==> src/rtl/decrypt_input_loader.sv <==
// decrypt_input_loader
// Collects a 16-byte key and a 16-byte ciphertext block from a byte stream
// and drives them, with a held enable, into a fixed-latency decryption core.
// Optional feature: define LOADER_TIMEOUT_EN to drop partial loads after
// TIMEOUT_CYCLES idle cycles.
//
// Handshake: a byte transfers on a rising clk edge when rx_valid and rx_ready
// are both high. rx_ready is combinational and never depends on rx_valid; it
// is high only in IDLE and only for key bytes, or for data bytes once a
// complete key is held.
module decrypt_input_loader #(
  parameter int DECRYPT_LATENCY = 32,
  parameter int TIMEOUT_CYCLES  = 255
) (
  input  logic         clk,
  input  logic         n_rst,
  input  logic [7:0]   rx_byte,
  input  logic         rx_valid,
  input  logic         rx_is_key,
  output logic         rx_ready,
  output logic [127:0] key,
  output logic [127:0] inputData,
  output logic         decryptEnable,
  output logic         block_done,
  output logic         key_valid,
  output logic [1:0]   o_dbg_state,
  output logic [3:0]   o_dbg_key_cnt,
  output logic [3:0]   o_dbg_data_cnt
);

  localparam logic [1:0] IDLE = 2'd0;
  localparam logic [1:0] RUN  = 2'd1;
  localparam logic [1:0] DONE = 2'd2;

  localparam int LW = $clog2(DECRYPT_LATENCY + 1);

  logic [1:0]    r_state;
  logic [3:0]    r_key_cnt;
  logic [3:0]    r_data_cnt;
  logic [127:0]  r_key;
  logic [127:0]  r_data;
  logic          r_key_valid;
  logic          r_dec_en;
  logic          r_block_done;
  logic [LW-1:0] r_lat;

  logic          w_ready;
  logic          w_accept;
  logic          w_pending;
  logic          w_timeout;
  logic [6:0]    w_key_base;
  logic [6:0]    w_data_base;

  assign w_ready     = (r_state == IDLE) && (rx_is_key || r_key_valid);
  assign w_accept    = rx_valid && w_ready;
  assign w_pending   = (r_key_cnt != 4'd0) || (r_data_cnt != 4'd0);
  // MSB-first: byte n lands at bit 120 - 8n
  assign w_key_base  = 7'd120 - {r_key_cnt, 3'b000};
  assign w_data_base = 7'd120 - {r_data_cnt, 3'b000};

`ifdef LOADER_TIMEOUT_EN
  localparam int TW = $clog2(TIMEOUT_CYCLES + 1);
  logic [TW-1:0] r_idle_cnt;

  assign w_timeout = (r_state == IDLE) && w_pending && !w_accept &&
                     (r_idle_cnt == TW'(TIMEOUT_CYCLES - 1));

  // Count consecutive idle cycles while a partial load is pending
  always_ff @(posedge clk or negedge n_rst) begin
    if (!n_rst) begin
      r_idle_cnt <= '0;
    end else if ((r_state != IDLE) || !w_pending || w_accept || w_timeout) begin
      r_idle_cnt <= '0;
    end else begin
      r_idle_cnt <= r_idle_cnt + 1'b1;
    end
  end
`else
  assign w_timeout = 1'b0;
`endif

  // Byte assembly, block sequencing and decrypt-enable timing
  always_ff @(posedge clk or negedge n_rst) begin
    if (!n_rst) begin
      r_state      <= IDLE;
      r_key_cnt    <= 4'd0;
      r_data_cnt   <= 4'd0;
      r_key        <= '0;
      r_data       <= '0;
      r_key_valid  <= 1'b0;
      r_dec_en     <= 1'b0;
      r_block_done <= 1'b0;
      r_lat        <= '0;
    end else begin
      case (r_state)
        IDLE: begin
          if (w_accept && rx_is_key) begin
            r_key[w_key_base +: 8] <= rx_byte;
            r_key_cnt              <= r_key_cnt + 4'd1;
            if (r_key_cnt == 4'd0)  r_key_valid <= 1'b0;
            if (r_key_cnt == 4'd15) r_key_valid <= 1'b1;
            // A new key invalidates any half-collected ciphertext
            if (r_data_cnt != 4'd0) r_data_cnt <= 4'd0;
          end else if (w_accept) begin
            r_data[w_data_base +: 8] <= rx_byte;
            r_data_cnt               <= r_data_cnt + 4'd1;
            if (r_data_cnt == 4'd15) begin
              r_state  <= RUN;
              r_dec_en <= 1'b1;
              r_lat    <= LW'(DECRYPT_LATENCY - 1);
            end
          end else if (w_timeout) begin
            r_key_cnt  <= 4'd0;
            r_data_cnt <= 4'd0;
          end
        end
        RUN: begin
          if (r_lat == '0) begin
            r_state      <= DONE;
            r_dec_en     <= 1'b0;
            r_block_done <= 1'b1;
          end else begin
            r_lat <= r_lat - 1'b1;
          end
        end
        DONE: begin
          r_block_done <= 1'b0;
          r_state      <= IDLE;
        end
        default: begin
          r_state      <= IDLE;
          r_dec_en     <= 1'b0;
          r_block_done <= 1'b0;
        end
      endcase
    end
  end

  assign rx_ready       = w_ready;
  assign key            = r_key;
  assign inputData      = r_data;
  assign decryptEnable  = r_dec_en;
  assign block_done     = r_block_done;
  assign key_valid      = r_key_valid;
  assign o_dbg_state    = r_state;
  assign o_dbg_key_cnt  = r_key_cnt;
  assign o_dbg_data_cnt = r_data_cnt;

endmodule

==> config.mk <==
export PLATFORM = sky130hd
export DESIGN_NAME = decrypt_input_loader
export DESIGN_NICKNAME = d
export VERILOG_FILES = /design/src/rtl/decrypt_input_loader.sv
export SDC_FILE = /design/constraint.sdc
export NUM_CORES = 1
export LEC_CHECK = 0
export CAP_MARGIN = 20
export CORE_MARGIN = 5
export CORE_UTILIZATION = 50
export DETAILED_ROUTE_END_ITERATION = 10
export HOLD_SLACK_MARGIN = 0.02
export PLACE_DENSITY = 0.78
export SYNTH_ARGS = -nofsm -noshare
export SYNTH_HDL_FRONTEND = slang
export SYNTH_SLANG_ARGS = --single-unit
export TNS_END_PERCENT = 20
==> constraint.sdc <==
create_clock -name clk -period 2.8 [get_ports clk]
set_input_delay 0.7 -clock clk [delete_from_list [all_inputs] [get_ports clk]]
set_output_delay 0.7 -clock clk [all_outputs]
set_load 0.05 [all_outputs]
==> flow_metrics.env, run 1 <==
export IMPL_timing_final_crit_share_pct=98.3
export IMPL_ys_types=59
export IMPL_yosysTopAreaCellShare_pct=59.4
export IMPL_grt_overflow_total=0
export IMPL_setup_worst_path_class="reg -> out"
export IMPL_cts_hold_fix_buffers=0
export IMPL_yosysTopAreaCell="dfrtp_1"
export IMPL_pwr_share_seq_pct=33.9
export IMPL_ys_top_cells_by_area="dfrtp_1, mux2_2, and2_1"
export IMPL_regArea_um2=6880
export IMPL_clkPwrFrac_pct=25.4
export IMPL_setup_worst_path_end_class="output pin"
export IMPL_ys_seq_area_share_pct=59.4
export IMPL_drv_cap=0
export IMPL_setup_viol=0
export IMPL_io_buffers=281
export IMPL_postCtsSetupBuffers=0
export IMPL_worst_endpoint_arrival_ns=2.05
export IMPL_cp_num_buf_inv=1
export IMPL_hold_path_class="in -> async"
export IMPL_worst_setup_path_start_kind="flop"
export IMPL_grt_pass1_wl_um=49400
export IMPL_drt_iter0_markers=371
export IMPL_synth_edf_count=0
export IMPL_p_sw_mw=6.09
export IMPL_grt_pass1_vias=8478
export IMPL_final_util_pct=71.1
export IMPL_dieArea_um2=26300
export IMPL_routabilityCongestion=0.820
export IMPL_insertion_delay_ns=0.55
export IMPL_final_max_slew_viol_count=0
export IMPL_initial_utilization_pct=51.0
export IMPL_grt_start_max_net_pins=63
export IMPL_yosys_warnings=0
export IMPL_crit_path_cell_trace="clkdlybuf4s50_1"
export IMPL_fin_nets=1144
export IMPL_relSlewSlack_pct=51.0
export IMPL_routedWlPerCell_um=21.9
export IMPL_final_hold_viol_count=0
export IMPL_place_hpwl_um=22000
export IMPL_power_leakage_nw=7.67
export IMPL_synth_area_um2=11600
export IMPL_path_clk_slew_ns=0.06
export IMPL_clkSinkCount=275
export IMPL_syn_nets=812
export IMPL_io_pin_count=282
export IMPL_synthCells=790
export IMPL_numCtsBuffers=31
export IMPL_cts_path_max_buffers=3
export IMPL_diodes=0
export IMPL_die_h_um=162
export IMPL_drc_errors=0
export IMPL_cts_tree="built"
export IMPL_drt_total_wl_um=31300
export IMPL_cts_root_buffer="clkbuf_16"
export IMPL_die_w_um=162
export IMPL_cp_max_fo=9
export IMPL_antenna_found_initial=0
export IMPL_r2r_setup_slack_ns=0.29
export IMPL_fmax_mhz=363
export IMPL_fill_cells=1592
export IMPL_synth_flop_cell="dfrtp_1"
export IMPL_syn_to_final_growth_pct=39.3
export IMPL_final_antenna_net_count=0
export IMPL_required_ns=2.10
export IMPL_synth_seq_cells=275
export IMPL_multiInputGateArea_um2=4510
export IMPL_critPathSlowestCell="clkdlybuf4s50_1"
export IMPL_floorplan_rows=55
export IMPL_drive_gt1_share_pct=34.0
export IMPL_fin_worst_skew_ns=0.0201
export IMPL_critical_path_top_delay_family="buffers and inverters"
export IMPL_fin_crit_ns=2.75
export IMPL_fin_cells=1431
export IMPL_via_per_inst=5.43
export IMPL_dr_total_vias=7766
export IMPL_h_tree_depth=1
export IMPL_grt_setup_unrepaired="no"
export IMPL_tightestPinTransition_ns=0.731
export IMPL_p_int_mw=9.04
export IMPL_syn_area_per_cell_um2=14.7
export IMPL_coreArea_um2=22700
export IMPL_switching_share_pct=40.2
export IMPL_pwr_share_comb_pct=40.7
export IMPL_cellPowerDensity_nw_per_um2=937
export IMPL_synthArstFlopShare_pct=100
export IMPL_place_inst=1374
export IMPL_vdd_ir_drop_max_v=0.000665
export IMPL_slowest_delay_ns=0.90
export IMPL_status="complete, no violations"
export IMPL_setup_tns_ns=0
export IMPL_first_pass_iters=4
export IMPL_grt_use_total_pct=23.8
## state kept, by name, summed over array words and instances (netlist names)
register / count
key: 128
block_done: 1
o_dbg_state: 2
o_dbg_key_cnt: 4
r_lat: 6
o_dbg_data_cnt: 4
decryptEnable: 1
key_valid: 1
inputData: 128
## cell usage after synthesis (2+ instances only)
library cell	count
a21oi_1	6
a21oi_2	3
a22o_1	2
a2bb2oi_1	2
and2_1	32
and2b_1	2
buf_2	7
buf_4	5
clkbuf_1	18
dfrtp_1	275
ha_1	10
inv_1	16
mux2_1	4
mux2_2	245
mux2i_1	9
nand2_1	21
nand2b_1	4
nand3_1	5
nand3_2	4
nand3b_1	5
nand4_2	8
nor2_1	11
nor2_2	8
nor2b_1	30
nor3_1	5
nor3_4	7
nor3b_1	4
nor3b_4	2
o211ai_1	3
o21ai_0	5
xnor2_1	4
## metal layers
layer | track usage (%) | vias up | routed length [um] | part of all wire, %
met1 | 31.4 | 4018 | 13300 | 42
met4 | 5.65 | 0 | 748 | 2.4
met2 | 38.6 | 248 | 14700 | 47
met3 | 7.64 | 51 | 2620 | 8.4
li1 | - | 3449 | - | -
met5 | 0 | - | 0 | 0
## kinds of logic (layout without fill, tap and decap cells)
logic type	after synthesis	in the layout	synth area share (%)
compound gates	31	31	1.87
flops	275	275	59.4
buf+inv	46	402	1.73
mux	258	258	25.0
fa+ha+maj	10	10	1.08
xor+xnor	9	9	1.13
simple gates	161	161	9.87
## layout by cell type, fill, tap and decap left out, types with 3 or more instances in the layout
cell,n
clkdlybuf4s50_1,278
dfrtp_1,275
mux2_2,245
buf_4,35
and2_1,32
clkbuf_16,31
nor2b_1,30
nand2_1,21
inv_1,16
buf_12,14
nor2_1,11
ha_1,10
mux2i_1,9
clkbuf_8,9
nor2_2,8
nand4_2,8
clkinv_2,8
nor3_4,7
a21oi_1,6
clkbuf_1,6
nor3_1,5
nand3_1,5
nand3b_1,5
o21ai_0,5
nand3_2,4
nor3b_1,4
xnor2_1,4
nand2b_1,4
mux2_1,4
a21oi_2,3
o211ai_1,3
## final timing paths
check | startpoint | endpoint | depth (start not counted)
setup / recovery | o_dbg_data_cnt[0]$_DFFE_PN0P_ | o_dbg_data_cnt[0] | 1
hold / removal | n_rst | key[39]$_DFFE_PN0P_ | 1
setup reg to reg | o_dbg_data_cnt[0]$_DFFE_PN0P_ | inputData[126]$_DFFE_PN0P_ | 5
hold reg to reg | key[103]$_DFFE_PN0P_ | key[103]$_DFFE_PN0P_ | 1
max in group asynchronous | n_rst | inputData[21]$_DFFE_PN0P_ | 2
min in group clk | key[103]$_DFFE_PN0P_ | key[103]$_DFFE_PN0P_ | 1
## metrics by stage
step	total power [mW]	hold slack, ns	setup slack (ns)	cell area [um2]
after CTS	15.3	0.0985	0.0147	16100
after floorplan	9.09	0.404	0.238	11600
after detailed placement	11.4	0.475	0.00788	15200
final	15.1	0.0925	0.0463	16100
after global placement	11.3	0.468	0.0761	15200
after global routing	15.7	0.115	0.00526	16100
## final cells by class
cell class / instances / share of cell area (%)
Timing Repair Buffer: 329 / 20.7
Clock buffer: 46 / 5.71
Tap cell: 285 / 2.21
Clock inverter: 11 / 0.403
Multi-Input combinational cell: 469 / 27.9
Sequential cell: 275 / 42.6
Inverter: 16 / 0.372
## power groups by stage
stage	logic, mW	registers (mW)	clock network (mW)
floorplan	1.48	7.61	0
CTS	6.20	5.14	3.93
detailed placement	6.16	5.20	0
global route	6.44	5.23	4.08
global placement	6.10	5.18	0
finish	6.16	5.13	3.84
## timing repair
action	4_1_cts	5_1_grt
hold endpoints to repair	0	0
setup endpoints to repair	1	0
resized for setup	1	0
Note: power is estimated with default switching activity, not from simulation.
==> run 2: changes to the inputs <==
--- a/config.mk
+++ b/config.mk
@@ -11,6 +11,7 @@
 export DETAILED_ROUTE_END_ITERATION = 10
 export HOLD_SLACK_MARGIN = 0.02
 export PLACE_DENSITY = 0.78
+export SLEW_MARGIN = 10
 export SYNTH_ARGS = -nofsm -noshare
 export SYNTH_HDL_FRONTEND = slang
 export SYNTH_SLANG_ARGS = --single-unit
==> results of run 2 <==
Final layout, timing and power as in run 1 (identical DEF).
==> run 3: changes to the inputs <==
--- a/config.mk
+++ b/config.mk
@@ -11,6 +11,7 @@
 export DETAILED_ROUTE_END_ITERATION = 10
 export HOLD_SLACK_MARGIN = 0.02
 export PLACE_DENSITY = 0.78
+export REMOVE_ABC_BUFFERS = 1
 export SLEW_MARGIN = 10
 export SYNTH_ARGS = -nofsm -noshare
 export SYNTH_HDL_FRONTEND = slang
==> flow_metrics.env, run 3 (synthesis gave the netlist of run 1 again) <==
export IMPL_status="complete, no violations"
export IMPL_io_buffers=281
export IMPL_relSlewSlack_pct=61.6
export IMPL_fin_nets=1142
export IMPL_drt_iter0_markers=318
export IMPL_cts_hold_fix_buffers=0
export IMPL_required_ns=2.10
export IMPL_design_area_um2=16100
export IMPL_grt_overflow_total=0
export IMPL_via_per_inst=5.35
export IMPL_grt_pass1_wl_um=49700
export IMPL_hold_path_class="in -> async"
export IMPL_vdd_ir_drop_max_v=0.00102
export IMPL_die_h_um=162
export IMPL_setup_worst_path_end_class="output pin"
export IMPL_crit_path_cell_trace="clkdlybuf4s50_1"
export IMPL_dieArea_um2=26300
export IMPL_pwr_share_seq_pct=33.5
export IMPL_whs_ns=0.0949
export IMPL_layout_common_cells="clkdlybuf4s50_1, dfrtp_1, mux2_2"
export IMPL_final_max_slew_viol_count=0
export IMPL_cp_max_fo=11
export IMPL_path_clk_slew_ns=0.06
export IMPL_insertion_delay_ns=0.54
export IMPL_power_leakage_nw=7.68
export IMPL_grt_setup_unrepaired="no"
export IMPL_clkPwrFrac_pct=26.2
export IMPL_routedWlPerCell_um=22.2
export IMPL_io_pin_count=282
export IMPL_multiInputGateArea_um2=4510
export IMPL_fmax_mhz=366
export IMPL_regArea_um2=6880
export IMPL_dr_total_vias=7618
export IMPL_worst_endpoint_arrival_ns=2.03
export IMPL_final_hold_viol_count=0
export IMPL_drive_gt1_share_pct=33.7
export IMPL_first_pass_iters=4
export IMPL_grt_start_max_net_pins=68
export IMPL_final_antenna_net_count=0
export IMPL_critPathSlowestCell="clkdlybuf4s50_1"
export IMPL_cts_path_max_buffers=3
export IMPL_drc_errors=0
export IMPL_r2r_start="o_dbg_data_cnt[0]$_DFFE_PN0P_"
export IMPL_syn_to_final_growth_pct=39.2
export IMPL_cts_tree="built"
export IMPL_grt_pass1_vias=8390
export IMPL_p_int_mw=9.27
export IMPL_slowest_delay_ns=0.94
export IMPL_place_hpwl_um=22400
export IMPL_antenna_found_initial=2
export IMPL_crit_start="o_dbg_key_cnt[2]$_DFFE_PN0P_"
export IMPL_postCtsSetupBuffers=0
export IMPL_p_total_mw=15.3
export IMPL_diodes=0
export IMPL_setup_worst_path_class="reg -> out"
export IMPL_setup_tns_ns=0
export IMPL_floorplan_rows=55
export IMPL_drt_total_wl_um=31600
export IMPL_timing_final_crit_share_pct=97.5
export IMPL_setup_viol=0
export IMPL_placed_area_um2=15200
export IMPL_critical_path_top_delay_family="buffers and inverters"
export IMPL_cts_root_buffer="clkbuf_16"
export IMPL_coreArea_um2=22700
export IMPL_worst_setup_path_start_kind="flop"
export IMPL_fin_crit_ns=2.73
export IMPL_grt_use_total_pct=24.1
export IMPL_cellPowerDensity_nw_per_um2=948
export IMPL_switching_share_pct=39.4
export IMPL_cp_num_buf_inv=1
export IMPL_initial_utilization_pct=51.0
export IMPL_fin_worst_skew_ns=0.0192
export IMPL_routabilityCongestion=0.844
export IMPL_drv_cap=0
export IMPL_clkSinkCount=275
export IMPL_die_w_um=162
export IMPL_numCtsBuffers=28
export IMPL_h_tree_depth=1
export IMPL_p_sw_mw=6.03
export IMPL_layout_commonest_cell="clkdlybuf4s50_1"
export IMPL_tightestPinTransition_ns=0.560
export IMPL_fill_cells=1541
export IMPL_pwr_share_comb_pct=40.3
[run 3: cell count changes in the layout (fill, tap and decap cells not counted), moves of 2 or more]
cell	delta
clkbuf_16	-3
clkinv_2	-4
inv_6	-2
clkbuf_8	-6
buf_4	+2
bufinv_16	+6
[run 3: path summary, 6_finish.rpt]
path	end	slack [ns]	cells past startpoint
max	o_dbg_key_cnt[2]	0.07	1
min	inputData[51]$_DFFE_PN0P_	0.09	1
max reg2reg	inputData[95]$_DFFE_PN0P_	0.34	5
min reg2reg	key[102]$_DFFE_PN0P_	0.49	1
max in group asynchronous	key[83]$_DFFE_PN0P_	1.91	2
min in group clk	key[102]$_DFFE_PN0P_	0.49	1
[run 3: layer usage]
layer / global-route usage [%] / share of wire (%) / wire (um)
met1: 31.8 / 41 / 12900
met2: 39.3 / 49 / 15400
met3: 6.60 / 7.3 / 2300
met4: 7.34 / 3.1 / 989
met5: 0 / 0 / 0
[run 3: what timing repair did]
| item | in CTS | in global routing |
|---|---|---|
| resized for setup | 1 | 1 |
| endpoints found under the setup margin | 1 | 1 |
| pin swaps | 0 | 0 |
[run 3: power groups by stage]
stage	registers [mW]	clock network (mW)	logic, mW
detailed placement	5.19	0	6.19
CTS	5.14	4.07	6.22
global route	5.22	4.23	6.46
global placement	5.17	0	6.13
floorplan	7.66	0	1.36
finish	5.13	4.00	6.17
[run 3: metrics by stage]
step / utilization, % / instances / setup slack [ns]
finish: 71.1 / 1423 / 0.0706
global route: 71.1 / 1423 / 0.0158
CTS: 71.1 / 1423 / 0.00584
detailed placement: 66.7 / 1375 / -0.00509
global placement: 66.7 / 1375 / 0.0592
floorplan: - / 760 / -0.0811
[run 3: cell type report]
type	instances	share of cell area, %
sequential	275	42.6
clock buffer	36	4.71
clock inverter	12	1.40
tap	285	2.21
multi-input combinational	469	27.9
timing repair buffer	330	20.7
inverter	16	0.372
